==> config.mk <==
export PLATFORM = sky130hd
export DESIGN_NAME = usb_tx_serializer
export DESIGN_NICKNAME = d
export VERILOG_FILES = /design/src/rtl/usb_pkg.sv /design/src/rtl/usb_crc_serial.sv /design/src/rtl/usb_tx_serializer.sv
export SDC_FILE = /design/constraint.sdc
export NUM_CORES = 1
export LEC_CHECK = 0
export ABC_AREA = 1
export ABC_CLOCK_PERIOD_IN_PS = 3600
export CAP_MARGIN = 10
export CORE_MARGIN = 1.5
export CORE_UTILIZATION = 30
export DETAILED_ROUTE_END_ITERATION = 7
export REMOVE_ABC_BUFFERS = 1
export SLEW_MARGIN = 0
export SYNTH_ARGS = -nofsm -noshare
export SYNTH_HDL_FRONTEND = slang
export SYNTH_SLANG_ARGS = --single-unit
==> constraint.sdc <==
create_clock -name clk -period 3.6 [get_ports clk]
set_clock_uncertainty 0.2 [all_clocks]
set_input_delay 0.72 -clock clk [delete_from_list [all_inputs] [get_ports clk]]
set_output_delay 0.72 -clock clk [all_outputs]
set_load 0.01 [all_outputs]
==> src/rtl/usb_pkg.sv <==
// Shared types and constants for the USB full-speed transmit serializer.
package usb_pkg;

  typedef enum logic [1:0] {
    CRC_NONE = 2'b00,
    CRC_5    = 2'b01,
    CRC_16   = 2'b10,
    CRC_RSVD = 2'b11
  } crc_mode_t;

  localparam logic [4:0]  CRC5_POLY  = 5'h05;
  localparam logic [15:0] CRC16_POLY = 16'h8005;
  localparam logic [4:0]  CRC5_INIT  = 5'h1F;
  localparam logic [15:0] CRC16_INIT = 16'hFFFF;

  // {dp, dm} line states
  localparam logic [1:0] LINE_J   = 2'b10;
  localparam logic [1:0] LINE_K   = 2'b01;
  localparam logic [1:0] LINE_SE0 = 2'b00;

  typedef enum logic [2:0] {
    ST_IDLE,
    ST_SYNC,
    ST_PID,
    ST_DATA,
    ST_CRC,
    ST_EOP_SE0,
    ST_EOP_J
  } tx_state_t;

endpackage

==> src/rtl/usb_crc_serial.sv <==
// Bit-serial CRC register, MSB-side feedback, data fed LSB first.
module usb_crc_serial #(
  parameter int               WIDTH = 5,
  parameter logic [WIDTH-1:0] POLY  = '0,
  parameter logic [WIDTH-1:0] INIT  = '1
) (
  input  logic             clk,
  input  logic             rst_b,
  input  logic             clear,
  input  logic             en,
  input  logic             bit_in,
  output logic [WIDTH-1:0] crc_out
);

  logic [WIDTH-1:0] crc_q, crc_d;
  logic             fb;

  always_comb begin
    fb    = crc_q[WIDTH-1] ^ bit_in;
    crc_d = crc_q;
    if (clear) begin
      crc_d = INIT;
    end else if (en) begin
      crc_d = {crc_q[WIDTH-2:0], 1'b0} ^ (fb ? POLY : '0);
    end
  end

  always_ff @(posedge clk or negedge rst_b) begin
    if (!rst_b) crc_q <= INIT;
    else        crc_q <= crc_d;
  end

  assign crc_out = crc_q;

endmodule

==> src/rtl/usb_tx_serializer.sv <==
// USB full-speed transmit path: SYNC/PID/payload/CRC, bit stuffing, NRZI and EOP
// in one bit-serial pipeline. One bus bit per clk; all pin outputs registered.
module usb_tx_serializer
  import usb_pkg::*;
#(
  parameter int MAX_PAYLOAD_BITS = 64,
  parameter int STUFF_RUN        = 6,
  parameter int SYNC_BITS        = 8,
  parameter int EOP_SE0_BITS     = 2,
  parameter int LEN_W            = $clog2(MAX_PAYLOAD_BITS + 1)
) (
  input  logic                        clk,
  input  logic                        rst_b,
  input  logic [7:0]                  pkt_pid,
  input  logic [MAX_PAYLOAD_BITS-1:0] pkt_data,
  input  logic [LEN_W-1:0]            pkt_len,
  input  logic [1:0]                  crc_mode,
  input  logic                        pkt_in_avail,
  output logic                        encoder_ready,
  output logic                        dp_w,
  output logic                        dm_w,
  output logic                        tx_oe,
  output logic                        tx_done
);

  localparam int CNT_MAX = (SYNC_BITS > MAX_PAYLOAD_BITS) ? SYNC_BITS : MAX_PAYLOAD_BITS;
  localparam int CNT_W   = $clog2(CNT_MAX + EOP_SE0_BITS + 1);
  localparam int RUN_W   = $clog2(STUFF_RUN + 1);

  tx_state_t                   state_q, state_d;
  crc_mode_t                   mode_q, mode_d;
  logic [CNT_W-1:0]            cnt_q, cnt_d;
  logic [RUN_W-1:0]            ones_q, ones_d, ones_base;
  logic                        level_q, level_d, level_base;
  logic                        dp_q, dp_d, dm_q, dm_d, oe_q, oe_d;
  logic                        done_q, done_d, ready_q, ready_d;
  logic [7:0]                  pid_q, pid_d;
  logic [MAX_PAYLOAD_BITS-1:0] data_q, data_d;
  logic [LEN_W-1:0]            len_q, len_d;
  logic                        stuff_now, raw_bit, crc_clear, crc_en;
  logic [4:0]                  crc5_out;
  logic [15:0]                 crc16_out, crc5_tx, crc16_tx;

  function automatic logic [LEN_W-1:0] clamp_len(input logic [LEN_W-1:0] len);
    return (len > LEN_W'(MAX_PAYLOAD_BITS)) ? LEN_W'(MAX_PAYLOAD_BITS) : len;
  endfunction

  function automatic logic is_raw(input tx_state_t st);
    return st inside {ST_SYNC, ST_PID, ST_DATA, ST_CRC};
  endfunction

  function automatic logic [CNT_W-1:0] last_idx(input tx_state_t st,
                                                input logic [LEN_W-1:0] len,
                                                input crc_mode_t m);
    case (st)
      ST_SYNC:    last_idx = CNT_W'(SYNC_BITS - 1);
      ST_PID:     last_idx = CNT_W'(7);
      ST_DATA:    last_idx = CNT_W'(len - 1'b1);
      ST_CRC:     last_idx = (m == CRC_16) ? CNT_W'(15) : CNT_W'(4);
      ST_EOP_SE0: last_idx = CNT_W'(EOP_SE0_BITS - 1);
      default:    last_idx = '0;
    endcase
  endfunction

  function automatic tx_state_t next_after(input tx_state_t st,
                                           input logic [LEN_W-1:0] len,
                                           input crc_mode_t m);
    next_after = ST_IDLE;
    case (st)
      ST_SYNC: next_after = ST_PID;
      ST_PID: begin
        if (len != '0)          next_after = ST_DATA;
        else if (m != CRC_NONE) next_after = ST_CRC;
        else                    next_after = ST_EOP_SE0;
      end
      ST_DATA: begin
        if (m != CRC_NONE) next_after = ST_CRC;
        else               next_after = ST_EOP_SE0;
      end
      ST_CRC:     next_after = ST_EOP_SE0;
      ST_EOP_SE0: next_after = ST_EOP_J;
      default:    next_after = ST_IDLE;
    endcase
  endfunction

  // CRC is sent complemented, MSB first: index i of *_tx is the i-th bit on the wire.
  always_comb begin
    crc5_tx  = '0;
    crc16_tx = '0;
    for (int i = 0; i < 5; i++)  crc5_tx[i]  = ~crc5_out[4-i];
    for (int i = 0; i < 16; i++) crc16_tx[i] = ~crc16_out[15-i];
  end

  // state_q/cnt_q name the raw bit last placed on the wire; *_d names the next one.
  always_comb begin
    state_d   = state_q;
    cnt_d     = cnt_q;
    mode_d    = mode_q;
    ones_d    = ones_q;
    level_d   = level_q;
    pid_d     = pid_q;
    data_d    = data_q;
    len_d     = len_q;
    done_d    = 1'b0;
    crc_clear = 1'b0;
    crc_en    = 1'b0;
    raw_bit   = 1'b0;
    stuff_now = is_raw(state_q) && (ones_q == RUN_W'(STUFF_RUN));

    if (state_q == ST_IDLE) begin
      if (pkt_in_avail) begin
        pid_d     = pkt_pid;
        data_d    = pkt_data;
        len_d     = clamp_len(pkt_len);
        mode_d    = (crc_mode == CRC_RSVD) ? CRC_NONE : crc_mode_t'(crc_mode);
        state_d   = ST_SYNC;
        cnt_d     = '0;
        crc_clear = 1'b1;
      end
    end else if (!stuff_now) begin
      if (cnt_q == last_idx(state_q, len_q, mode_q)) begin
        state_d = next_after(state_q, len_q, mode_q);
        cnt_d   = '0;
        done_d  = (state_q == ST_EOP_J);
      end else begin
        cnt_d = cnt_q + 1'b1;
      end
    end

    // Each packet restarts NRZI from J with an empty ones run.
    level_base = (state_q == ST_IDLE) ? 1'b1 : level_q;
    ones_base  = (state_q == ST_IDLE) ? '0 : ones_q;

    if (is_raw(state_d)) begin
      if (!stuff_now) begin
        case (state_d)
          ST_SYNC: raw_bit = (cnt_d == CNT_W'(SYNC_BITS - 1));
          ST_PID: begin
            raw_bit = pid_q[0];
            pid_d   = {1'b0, pid_q[7:1]};
          end
          ST_DATA: begin
            raw_bit = data_q[0];
            data_d  = data_q >> 1;
            crc_en  = 1'b1;
          end
          default: raw_bit = (mode_q == CRC_16) ? crc16_tx[cnt_d[3:0]] : crc5_tx[cnt_d[3:0]];
        endcase
      end
      ones_d  = raw_bit ? ones_base + 1'b1 : '0;
      level_d = raw_bit ? level_base : ~level_base;
    end

    {dp_d, dm_d} = LINE_J;
    oe_d         = 1'b0;
    if (is_raw(state_d)) begin
      {dp_d, dm_d} = level_d ? LINE_J : LINE_K;
      oe_d         = 1'b1;
    end else if (state_d == ST_EOP_SE0) begin
      {dp_d, dm_d} = LINE_SE0;
      oe_d         = 1'b1;
    end else if (state_d == ST_EOP_J) begin
      oe_d = 1'b1;
    end
    ready_d = (state_d == ST_IDLE);
  end

  always_ff @(posedge clk or negedge rst_b) begin
    if (!rst_b) begin
      state_q <= ST_IDLE;
      mode_q  <= CRC_NONE;
      cnt_q   <= '0;
      ones_q  <= '0;
      level_q <= 1'b1;
      dp_q    <= 1'b1;
      dm_q    <= 1'b0;
      oe_q    <= 1'b0;
      done_q  <= 1'b0;
      ready_q <= 1'b1;
    end else begin
      state_q <= state_d;
      mode_q  <= mode_d;
      cnt_q   <= cnt_d;
      ones_q  <= ones_d;
      level_q <= level_d;
      dp_q    <= dp_d;
      dm_q    <= dm_d;
      oe_q    <= oe_d;
      done_q  <= done_d;
      ready_q <= ready_d;
    end
  end

  always_ff @(posedge clk) begin
    pid_q  <= pid_d;
    data_q <= data_d;
    len_q  <= len_d;
  end

  usb_crc_serial #(.WIDTH(5), .POLY(CRC5_POLY), .INIT(CRC5_INIT)) u_crc5 (
    .clk     (clk),
    .rst_b   (rst_b),
    .clear   (crc_clear),
    .en      (crc_en),
    .bit_in  (data_q[0]),
    .crc_out (crc5_out)
  );

  usb_crc_serial #(.WIDTH(16), .POLY(CRC16_POLY), .INIT(CRC16_INIT)) u_crc16 (
    .clk     (clk),
    .rst_b   (rst_b),
    .clear   (crc_clear),
    .en      (crc_en),
    .bit_in  (data_q[0]),
    .crc_out (crc16_out)
  );

  assign dp_w          = dp_q;
  assign dm_w          = dm_q;
  assign tx_oe         = oe_q;
  assign tx_done       = done_q;
  assign encoder_ready = ready_q;

endmodule

==> impl_results.md <==
- Status: completed
- Fin crit share: 0.894
- Detail Route Antenna Nets: 0
- Largest net degree at the start of global routing: 55
- Layout cells sized above 1: 0.202
- VDD IR-drop max: roughly 0.22 mV
- Combinational Power Share: 0.076
- Net count, final: between 900 and 1000
- Cell Area, Synth: ~0.0067 sq mm
- Final setup viols: 0
- Total I/O pin count: 89
- Hold Crit Class: input pin to asynchronous set/reset pin
- Tot GR Track Use: 0.131
- Worst path max stage delay: about 0.35 ns
- Initial Util: 0.307
- Initial DRC count: between 200 and 250
- Busiest grt layer: met2
- Psw: 0.000765 W
- Worst setup EP type: register
- Register area share after synthesis: 0.407
- Wire length of the first global-routing pass: approximately 25000 um
- Design area: around 0.0083 sq mm
- Post-synth EDFFs: 7
- Met3 usage: 0.0580
- CTS clk-pin slew, worst paths: around 0.06 ns
- Mean post-synth cell area: a little over 8 sq um
- Leak: ~4.1 nW
- CP top delay family: simple AND/OR/NAND/NOR gates
- Clk_lat worst skew: between 0.4 and 0.5 ns
- Number of buffers created by CTS: 17
- CTS sink cnt: 121
- Clock tree root buffer cell: clkbuf_16
- Int Pwr: between 0.002 and 0.003 W
- Buffers on Ports: a little under 90
- CTS hold repair buffers: 0
- Htree depth: 4
- Core Area: 0.0219 sq mm
- Post-DR wirelength/cell: between 10 and 15 um
- Most frequent CP cell: nand2_1
- HPWL after detailed placement: 10400 um
- Max-cap violation count: 0
- Pwr dens: 401 mW/mm^2
- Ys flop type: dfxtp_1
- Synth Warn #: 0
- Post-Syn Instances: 820
- CTS tree: yes
- CP startpoint kind: register
- Critical Path, Cell by Cell: inv_1 > ha_1 > inv_1 > nand2_1 > nand2_1 > nor2_2 > o21ai_1 > nand2_1 > nand2_2 > nor2_4 > nand3_4 > nand2_1 > o22ai_1 > buf_4 > nor2_1 > nand4_1 > nor2_1 > nor2_2 > nor2_4 > nand2_2 > nand2_1 > nand2_1 > nand2_1 > nand2_1
- Hold Vio Cnt, Final: 0
- Period minus WS final: around 3.2 ns
- Part of the power in registers: 0.434
- Sw Share: 0.229
- Register bit total from synthesis: around 120
- Largest area contributor in the netlist: dfxtp_1
- Worst relative slew slack: 0.362
- Die height: approximately 150 um
- Total iterations of the first detailed-routing run: 4
- Clock Path Buffers: 2
- GR Util met2: 0.203
- CP max FO: 7
- CP required: about 3.8 ns
- Ant diodes: 0
- Most common cell in the synthesized netlist: nand2_1
- Yosys cell types: 52
- Placer Congestion: roughly 0.8
- Total routed wirelength: around 15000 um
- Async S/R FF share, synth: 0.347
- RSZ-0062 raised after global routing: no
- Vias in the first global route: around 5300
- Placed cell count: between 1000 and 1500
- Worst-path cell with the longest stage delay: edfxtp_1
- Max Slew Vio Count: 0
- Post-layout instance count excluding filler cells: between 1000 and 1500
- Crit path DAT: 3.37 ns
- Placement Cell Area: approximately 0.0078 sq mm
- Area of the die: about 0.023 sq mm
- Clock Power Share: 0.491
- Total grt overflow: 0
- Post-synth top area share: 0.215
- DRC errors left: 0
- Top cells by area, synth: dfxtp_1, o211ai_2, dfstp_2
- Routed via count: ~5500
- Critical path class: register to register
- Area Growth Syn to Fin: 24.4%
- # rows: between 50 and 60
- GR Util met1: 0.162
- Initial antenna violation count: 0
- Actual slew at the worst max-slew pin: 0.957 ns
- Top cells by count, synth: nand2_1, inv_1, o21ai_1
- Die width: 153 um
- Vias per cell: 4.62
- WP buf/inv: 3
- F_max: slightly above 300 MHz
[cells by family (layout without fill, tap and decap cells)]
kind of cell | count (synthesis) | in the layout | share of synthesized area
mux | 1 | 1 | 0.00149
buf+inv | 182 | 270 | 0.124
compound gates | 197 | 197 | 0.223
xor+xnor | 10 | 10 | 0.0142
fa+ha+maj | 4 | 4 | 0.00746
simple gates | 305 | 305 | 0.223
flops | 121 | 121 | 0.407
[cells in the final DEF, fill, tap and decap left out, types with 3 or more instances in the layout]
cell / n
nand2_1: 155
inv_1: 124
clkdlybuf4s50_1: 87
o21ai_1: 82
dfxtp_1: 72
o211ai_2: 57
nand3_1: 51
nor2_1: 41
o21ai_0: 28
dfstp_2: 24
clkbuf_16: 18
dfrtp_1: 18
nand4_1: 14
o211ai_1: 14
inv_2: 13
nor2_4: 7
nor2_2: 7
xor2_1: 7
edfxtp_1: 7
buf_4: 7
nand3_2: 6
nand3_4: 5
nand2_2: 5
nand2_4: 4
ha_1: 4
inv_6: 3
nor3_1: 3
clkinv_4: 3
o22ai_1: 3
a31oi_1: 3
o21ai_2: 3
clkinv_2: 3
buf_12: 3
[sequential cells by signal (all words and copies together), names as in the netlist, 2 cells and up]
name and flops:
mode_q 2, cnt_q 7, pid_q 8, data_q 64, u_crc5.crc_out 5, u_crc16.crc_out 16, len_q 7, state_q 3
ones_q 3
[final cells by class]
class,instances,area [sq um]
fill,2252,13500
tap,280,350
sequential,121,2730
clock inverter,10,92.6
inverter,141,544
multi-input combinational,517,3170
clock buffer,21,472
timing repair buffer,98,988
[layer usage]
layer / routed length [um] / part of all wire
met1: 6640 / 0.46
met3: 1330 / 0.091
met4: 210 / 0.014
met5: 0 / 0
met2: 6370 / 0.44
[power by group through the flow]
stage               clock network (W)  registers, W  logic, W
floorplan                           0       0.00147  0.000125
global placement                    0       0.00148  0.000252
detailed placement                  0       0.00148  0.000255
CTS                           0.00170       0.00145  0.000257
global route                  0.00175       0.00146  0.000286
finish                        0.00164       0.00145  0.000253
[repair_timing]
action | 4_1_cts | 5_1_grt
endpoints found under the hold margin | 0 | 0
endpoints found under the setup margin | 0 | 4
resized for setup | 0 | 4
buffers inserted | 0 | 0
[metrics by stage]
step | hold slack, ns | utilization | worst slack, ns | power (W) | TNS, ns
after floorplan | 0.224 | - | -1.44 | 0.00159 | -86.94
after global placement | 0.246 | 0.355 | 0.439 | 0.00173 | 0
after detailed placement | 0.252 | 0.355 | 0.377 | 0.00173 | 0
after CTS | 0.260 | 0.380 | 0.345 | 0.00340 | 0
after global routing | 0.281 | 0.381 | 0.0139 | 0.00349 | 0
final | 0.252 | 0.381 | 0.382 | 0.00334 | 0
[path summary, 6_finish.rpt]
kind                                   startpoint                  to  slack, ns  cells past startpoint
hold / removal                              rst_b  cnt_q[6]$_DFF_PN0_       0.25                      1
setup / recovery           len_q[0]$_SDFFCE_PN0P_      dp_w$_DFF_PN1_       0.38                     24
hold reg to reg                data_q[11]$_DFF_P_  data_q[10]$_DFF_P_       0.26                      2
setup reg to reg           len_q[0]$_SDFFCE_PN0P_      dp_w$_DFF_PN1_       0.38                     24
min in group clk               data_q[11]$_DFF_P_  data_q[10]$_DFF_P_       0.26                      2
max in group asynchronous                   rst_b     tx_oe$_DFF_PN0_       2.35                      1
Note: power is estimated with default switching activity, not from simulation.
